`src/rtl/motor_output_bank.sv`:
```
// Multi-channel ESC output bank: one shared timing engine drives every motor line
// with either a standard PWM pulse or a DShot digital frame, all channels in lockstep.
module motor_output_bank #(
    parameter int NUM_MOTORS      = 4,
    parameter int VAL_W           = 11,
    parameter int DSHOT_BIT_CLKS  = 27,
    parameter int DSHOT_T0H_CLKS  = 10,
    parameter int DSHOT_T1H_CLKS  = 20,
    parameter int DSHOT_GAP_CLKS  = 32,
    parameter int PWM_BASE_CLKS   = 16000,
    parameter int PWM_STEP_CLKS   = 8,
    parameter int PWM_MAX_VAL     = 2000,
    parameter int PWM_PERIOD_CLKS = 40000
) (
    input  logic                        CLK,
    input  logic                        RESET_N,
    input  logic                        MODE,
    input  logic                        ARM,
    input  logic [NUM_MOTORS*VAL_W-1:0] VALUES,
    input  logic                        UPDATE,
    output logic                        READY,
    output logic [NUM_MOTORS-1:0]       MOTOR
);

    localparam int CNT_W   = $clog2(PWM_PERIOD_CLKS);
    localparam int HI_W    = CNT_W + 1;
    localparam int FRAME_W = VAL_W + 5;
    localparam int BIT_W   = $clog2(FRAME_W);

    localparam logic [CNT_W-1:0] CNT_ONE     = CNT_W'(1);
    localparam logic [CNT_W-1:0] BIT_LAST    = CNT_W'(DSHOT_BIT_CLKS - 1);
    localparam logic [CNT_W-1:0] GAP_LAST    = CNT_W'(DSHOT_GAP_CLKS - 1);
    localparam logic [CNT_W-1:0] PERIOD_LAST = CNT_W'(PWM_PERIOD_CLKS - 1);
    localparam logic [CNT_W-1:0] T0H         = CNT_W'(DSHOT_T0H_CLKS);
    localparam logic [CNT_W-1:0] T1H         = CNT_W'(DSHOT_T1H_CLKS);
    localparam logic [BIT_W-1:0] FRAME_LAST  = BIT_W'(FRAME_W - 1);
    localparam logic [BIT_W-1:0] BIT_ONE     = BIT_W'(1);
    localparam logic [VAL_W-1:0] PWM_MAX     = VAL_W'(PWM_MAX_VAL);

    typedef enum logic [2:0] {
        IDLE,
        DS_BIT,
        DS_GAP,
        PWM_HIGH,
        PWM_LOW
    } state_t;

    state_t                        state_q, state_d;
    logic [CNT_W-1:0]              clk_cnt_q, clk_cnt_d;
    logic [BIT_W-1:0]              bit_cnt_q, bit_cnt_d;
    logic [NUM_MOTORS*VAL_W-1:0]   vals_q, vals_d;
    logic [NUM_MOTORS-1:0]         motor_q, motor_d;
    logic [NUM_MOTORS-1:0]         pwm_continue;
    logic                          accept;

    assign READY  = (state_q == IDLE);
    assign accept = UPDATE && READY;
    assign MOTOR  = motor_q;

    // NOTE: every variable gets a default before the case so no path leaves it unassigned (no latch).
    always_comb begin
        state_d   = state_q;
        clk_cnt_d = clk_cnt_q;
        bit_cnt_d = bit_cnt_q;
        vals_d    = vals_q;
        case (state_q)
            IDLE: begin
                if (accept) begin
                    vals_d    = ARM ? VALUES : '0;
                    clk_cnt_d = '0;
                    bit_cnt_d = '0;
                    state_d   = MODE ? DS_BIT : PWM_HIGH;
                end
            end
            DS_BIT: begin
                if (clk_cnt_q == BIT_LAST) begin
                    clk_cnt_d = '0;
                    if (bit_cnt_q == FRAME_LAST) begin
                        bit_cnt_d = '0;
                        state_d   = DS_GAP;
                    end else begin
                        bit_cnt_d = bit_cnt_q + BIT_ONE;
                    end
                end else begin
                    clk_cnt_d = clk_cnt_q + CNT_ONE;
                end
            end
            DS_GAP: begin
                if (clk_cnt_q == GAP_LAST) begin
                    clk_cnt_d = '0;
                    state_d   = IDLE;
                end else begin
                    clk_cnt_d = clk_cnt_q + CNT_ONE;
                end
            end
            PWM_HIGH: begin
                // The counter keeps running through the low phase so the period stays fixed.
                clk_cnt_d = clk_cnt_q + CNT_ONE;
                if (pwm_continue == '0) begin
                    state_d = PWM_LOW;
                end
            end
            PWM_LOW: begin
                if (clk_cnt_q == PERIOD_LAST) begin
                    clk_cnt_d = '0;
                    state_d   = IDLE;
                end else begin
                    clk_cnt_d = clk_cnt_q + CNT_ONE;
                end
            end
            default: begin
                state_d = IDLE;
            end
        endcase
    end

    // Per-channel waveform is derived from next-cycle state so MOTOR can be a clean flop,
    // and from vals_d so the very first bit after acceptance already uses the new command.
    for (genvar ch = 0; ch < NUM_MOTORS; ch++) begin : g_ch
        logic [VAL_W-1:0]   val;
        logic [VAL_W-1:0]   val_clamped;
        logic [VAL_W:0]     v12;
        logic [3:0]         crc;
        logic [FRAME_W-1:0] frame;
        logic               cur_bit;
        logic [CNT_W-1:0]   bit_high;
        logic [HI_W-1:0]    high_clks;

        assign val         = vals_d[ch*VAL_W +: VAL_W];
        assign v12         = {val, 1'b0};
        assign crc         = v12[3:0] ^ v12[7:4] ^ v12[11:8];
        assign frame       = {v12, crc};
        assign cur_bit     = frame[FRAME_LAST - bit_cnt_d];
        assign bit_high    = cur_bit ? T1H : T0H;
        assign val_clamped = (val > PWM_MAX) ? PWM_MAX : val;
        assign high_clks   = HI_W'(PWM_BASE_CLKS) + HI_W'(val_clamped) * HI_W'(PWM_STEP_CLKS);

        assign pwm_continue[ch] = (HI_W'(clk_cnt_q) + HI_W'(1)) < high_clks;

        assign motor_d[ch] = (state_d == DS_BIT)                          ? (clk_cnt_d < bit_high) :
                             (state_d == PWM_HIGH || state_d == PWM_LOW)  ? (HI_W'(clk_cnt_d) < high_clks) :
                                                                            1'b0;
    end

    // NOTE: state is updated with non-blocking assignments so all flops sample the same pre-edge values.
    always_ff @(posedge CLK or negedge RESET_N) begin
        if (!RESET_N) begin
            state_q   <= IDLE;
            clk_cnt_q <= '0;
            bit_cnt_q <= '0;
            // NOTE: the latched command registers are reset too, so a post-reset frame never sees stale data.
            vals_q    <= '0;
            motor_q   <= '0;
        end else begin
            state_q   <= state_d;
            clk_cnt_q <= clk_cnt_d;
            bit_cnt_q <= bit_cnt_d;
            vals_q    <= vals_d;
            motor_q   <= motor_d;
        end
    end

endmodule

```
`config.mk`:
```
export PLATFORM = sky130hd
export DESIGN_NAME = motor_output_bank
export DESIGN_NICKNAME = d
export VERILOG_FILES = /design/src/rtl/motor_output_bank.sv
export SDC_FILE = /design/constraint.sdc
export NUM_CORES = 1
export LEC_CHECK = 0
export CELL_PAD_IN_SITES_DETAIL_PLACEMENT = 0
export CELL_PAD_IN_SITES_GLOBAL_PLACEMENT = 1
export CORE_AREA = 2 2 142 144
export CTS_CLUSTER_DIAMETER = 120
export DETAILED_ROUTE_END_ITERATION = 8
export DIE_AREA = 0 0 144 146
export GPL_ROUTABILITY_DRIVEN = 0
export GPL_TIMING_DRIVEN = 0
export PLACE_DENSITY = 0.86
export SKIP_CTS_REPAIR_TIMING = 1
export SLEW_MARGIN = 20
export SYNTH_ARGS = -nofsm -noshare
export SYNTH_HDL_FRONTEND = slang
export SYNTH_SLANG_ARGS = --single-unit
```
`constraint.sdc`:
```
create_clock -name CLK -period 4.55 [get_ports CLK]
set_clock_uncertainty 0.15 [all_clocks]
set_input_delay 0.91 -clock CLK [delete_from_list [all_inputs] [get_ports CLK]]
set_output_delay 0.91 -clock CLK [all_outputs]
set_load 0.005 [all_outputs]
```
==> run summary <==
The flow ran to the end, and the final reports show no timing, DRC or antenna violations. The vias per cell is 6.10. The library cells used most frequently in the layout, excluding fill and tap cells, are 105 x sky130_fd_sc_hd__nand2_1, 97 x sky130_fd_sc_hd__ha_1, 71 x sky130_fd_sc_hd__dfrtp_1. In the synthesized netlist the dominant register cell turns out to be sky130_fd_sc_hd__dfrtp_1.

The net count of the finished layout is 1212. The highest net fanout along the worst path came out at 8. The worst endpoint data arrival time came out at 4.60 ns. From synthesis to final layout, the design area changed by 25.1%. The kind of end point of the critical path is a flop. The max-capacitance violation count is 0. TritonCTS built the clock tree. In this run the core area contains 51 standard-cell rows.

The routed length per placed instance came out at approximately 22 um. The worst register-to-register path has a depth of 18. The path class of the tightest hold or removal check is in -> async. The slowest cell on the critical path is sky130_fd_sc_hd__or4b_4.

The post-synthesis cell type count is 95. The number of hold violations in the final report came out at 0. The number of flops mapped to enable cells by yosys came out at 0.

The antenna diode count came out at 0. STA classifies the critical path startpoint as an input pin. After filler insertion, the fill cell instance count of the layout stands at around 1.8k. The most numerous cell on the critical path is sky130_fd_sc_hd__buf_12. The combined global-route utilization of all metal layers came out at 0.270. The number of DRC violations after detailed-routing iteration 0 is 757. The width of the chip came out at 144 um. The final instance area is between 0.01 and 0.015 sq mm. For the worst-skew pair, the clock arrives at the later sink with an insertion delay of 0.35 ns. The global-route wire length before repair came out at 42.8 mm. The iteration count of the initial detailed-routing pass came out at 5.

The area taken by multi-input logic gates came out at 0.00630 sq mm. CTS placed an instance of sky130_fd_sc_hd__clkbuf_16 at the clock tree root. The number of nets handed over by synthesis was about 1.1k. The maximum clock rate came out at 222 MHz.

The count of input and output buffers is 53. The total overflow left after global routing is 0. By startpoint and endpoint, the worst setup path is classified as in -> reg.

The number of storage elements in the synthesis netlist is 71. The maximum root-to-sink buffer count came out at 2. Broken down by cell family, the worst path's largest delay share belongs to compound AO/OA/AOI/OAI gates. The total clock buffers created by CTS is 9.

The number of buffers and inverters on the critical path is 5. For the worst setup path, the data required time is between 4 and 5 ns. In the final layout, the share of cells above drive strength 1 is 0.185.

The power density of the placed cells is 658 mW/mm^2. The share of the yosys chip area belonging to registers came out at 0.221. The logic depth of the worst setup path including buffers is 18. The post-DP HPWL came out at 22.0 mm. The final cell count without fillers came out at 1328. Entering global routing, the biggest net connects 44 pins. The number of instances in the synthesized netlist came out at 960. The shortest period the worst path allows came out at about 4.5 ns.

The placed instance area is approximately 0.0090 sq mm. After clock tree synthesis, the clock-pin slew on the worst setup and hold paths is 0.06 ns. The netlist area before placement came out at 0.00805 sq mm.

The count of nets left with antenna violations after detail routing is 0. The number of clock sinks came out at 71. The I/O pin total is 54. The number of cells in the design after placement is 1279.

Leaving out fill and tap cells, the most frequent cell in the layout is sky130_fd_sc_hd__nand2_1. After detailed routing, the total wire length is 29.2 mm. The number of antenna violations at the first check in global routing is 0. For this run, design rule violations remaining after detail routing come to 0. The synthesized area per cell came out at about 8.4 sq um. The static power due to leakage is 4.67 nW. The biggest cell delay along the critical path is between 0.5 and 0.6 ns.

The peak ir drop on the vdd network is 0.000296 V. The setup-violating endpoint count in the final report is 0. The die height came out at 146 um. The Yosys warning count came out at 0. The full die area came out at 0.0210 sq mm. The area taken by flip-flops and latches came out at 0.00178 sq mm. The via count of the first global-routing pass came out at 7480. The core area is 0.0193 sq mm. The actual transition at the worst max-transition pin came out at around 1.1 ns. The worst pin sits at a relative slew slack of 0.238. The initial cell density of the core came out at 0.416. The proportion of synthesized flip-flops having asynchronous set or reset is 1.00. The count of pins over their slew limit is 0.

The via count is 8097. The CTS H-tree depth is 3. In the finished design, the share of the clock period the worst path needs comes to 0.990. Walking the worst path, the cells encountered are buf_12 -> or4b_4 -> buf_12 -> buf_12 -> a22oi_2 -> buf_4 -> o21ai_2 -> ha_4 -> nor4_4 -> xnor2_1 -> ha_2 -> buf_4 -> a2111oi_2 -> o211ai_1 -> o2111ai_2 -> a311o_1 -> o21ai_0 -> a21o_1.
## metal layers
layer / part of all wire / wire length [um] / vias up / track usage
li1: - / - / 3779 / -
met1: 0.44 / 12800 / 3943 / 0.384
met2: 0.44 / 12900 / 317 / 0.401
met3: 0.088 / 2560 / 58 / 0.0684
met4: 0.032 / 920 / 0 / 0.0819
met5: 0 / 0 / - / 0
## synth_stat cells (all sizes together), types with 5 or more instances
master | number | area, sq um
mux2 | 6 | 71.3
nor3b | 5 | 37.5
nor2 | 43 | 188
nand4 | 18 | 125
xor2 | 12 | 105
xnor2 | 60 | 526
a31oi | 9 | 71.3
a21o | 13 | 97.6
clkbuf | 15 | 58.8
buf | 29 | 183
a22o | 7 | 70.1
a21oi | 61 | 309
nor2b | 11 | 68.8
a2111oi | 10 | 96.3
inv | 57 | 214
a32oi | 6 | 52.6
nand2 | 110 | 415
and3 | 15 | 93.8
nor3 | 19 | 95.1
and4 | 5 | 43.8
a211oi | 15 | 118
o31ai | 10 | 75.1
o21ai | 53 | 265
dfrtp | 71 | 1780
o21a | 8 | 60.1
and2 | 8 | 50.1
ha | 103 | 1290
mux2i | 19 | 206
nand3 | 46 | 230
or3 | 9 | 61.3
a22oi | 11 | 101
o41ai | 6 | 67.6
nor4 | 11 | 105
o211ai | 22 | 170
## flip-flops by register name (all words and copies together) (netlist names)
signal and cells:
MOTOR 4, vals_q 44, bit_cnt_q 4, state_q 3, clk_cnt_q 16
## metrics by stage
| stage | setup TNS [ns] | total power (W) | util | setup WS [ns] | hold slack, ns |
|---|---|---|---|---|---|
| after global routing | -0.173 | 0.00712 | 0.521 | -0.0796 | 0.377 |
| after floorplan | 0 | 0.00398 | - | 0.0120 | 0.335 |
| after detailed placement | -11.79 | 0.00516 | 0.463 | -2.05 | 0.410 |
| final | 0 | 0.00662 | 0.521 | 0.0447 | 0.344 |
| after global placement | -32.69 | 0.00506 | 0.461 | -2.14 | 0.387 |
| after CTS | -9.38 | 0.00582 | 0.476 | -1.70 | 0.363 |
## cell families after synthesis
group	share of synthesized area
and+or+nand+nor	0.212
AOI/OAI and AO/OA	0.232
adders and majority gates	0.160
buffers and inverters	0.0566
xor gates and xnor gates	0.0840
DFF	0.221
muxes	0.0345
## worst paths after layout
path,start,end,slack [ns]
worst max-delay path,UPDATE,state_q[2]$_DFF_PN0_,0.04
worst min-delay path,RESET_N,clk_cnt_q[4]$_DFF_PN0_,0.34
worst max register to register,state_q[1]$_DFF_PN0_,state_q[2]$_DFF_PN0_,0.08
worst min register to register,vals_q[23]$_DFF_PN0_,vals_q[23]$_DFF_PN0_,0.42
max in group asynchronous,RESET_N,vals_q[35]$_DFF_PN0_,3.31
min in group CLK,vals_q[23]$_DFF_PN0_,vals_q[23]$_DFF_PN0_,0.42
## worst register-to-register path, stage by stage, from the launching register on
cell,delay [ns]
sky130_fd_sc_hd__dfrtp_1,0.36
sky130_fd_sc_hd__buf_4,0.17
sky130_fd_sc_hd__or4b_4,0.58
sky130_fd_sc_hd__buf_12,0.18
sky130_fd_sc_hd__buf_12,0.15
sky130_fd_sc_hd__a22oi_2,0.24
sky130_fd_sc_hd__buf_4,0.16
sky130_fd_sc_hd__o21ai_2,0.08
sky130_fd_sc_hd__ha_4,0.21
sky130_fd_sc_hd__nor4_4,0.28
sky130_fd_sc_hd__xnor2_1,0.17
sky130_fd_sc_hd__ha_2,0.22
sky130_fd_sc_hd__buf_4,0.14
sky130_fd_sc_hd__a2111oi_2,0.30
sky130_fd_sc_hd__o211ai_1,0.17
sky130_fd_sc_hd__o2111ai_2,0.21
sky130_fd_sc_hd__a311o_1,0.23
sky130_fd_sc_hd__o21ai_0,0.14
sky130_fd_sc_hd__a21o_1,0.20
## final cells by class
class	count	share of cell area
multi-input combinational	788	0.625
sequential	71	0.176
inverter	57	0.0213
timing repair buffer	89	0.0858
clock inverter	2	0.000994
clock buffer	12	0.0235
buffer	44	0.0337
tap	265	0.0329
## report_power, final
part | internal (W) | switching, W
logic | 0.00210 | 0.00279
clock network | 0.000361 | 0.000278
registers | 0.000865 | 0.000223
total | 0.00333 | 0.00329
(Power assumes the default switching activity.)
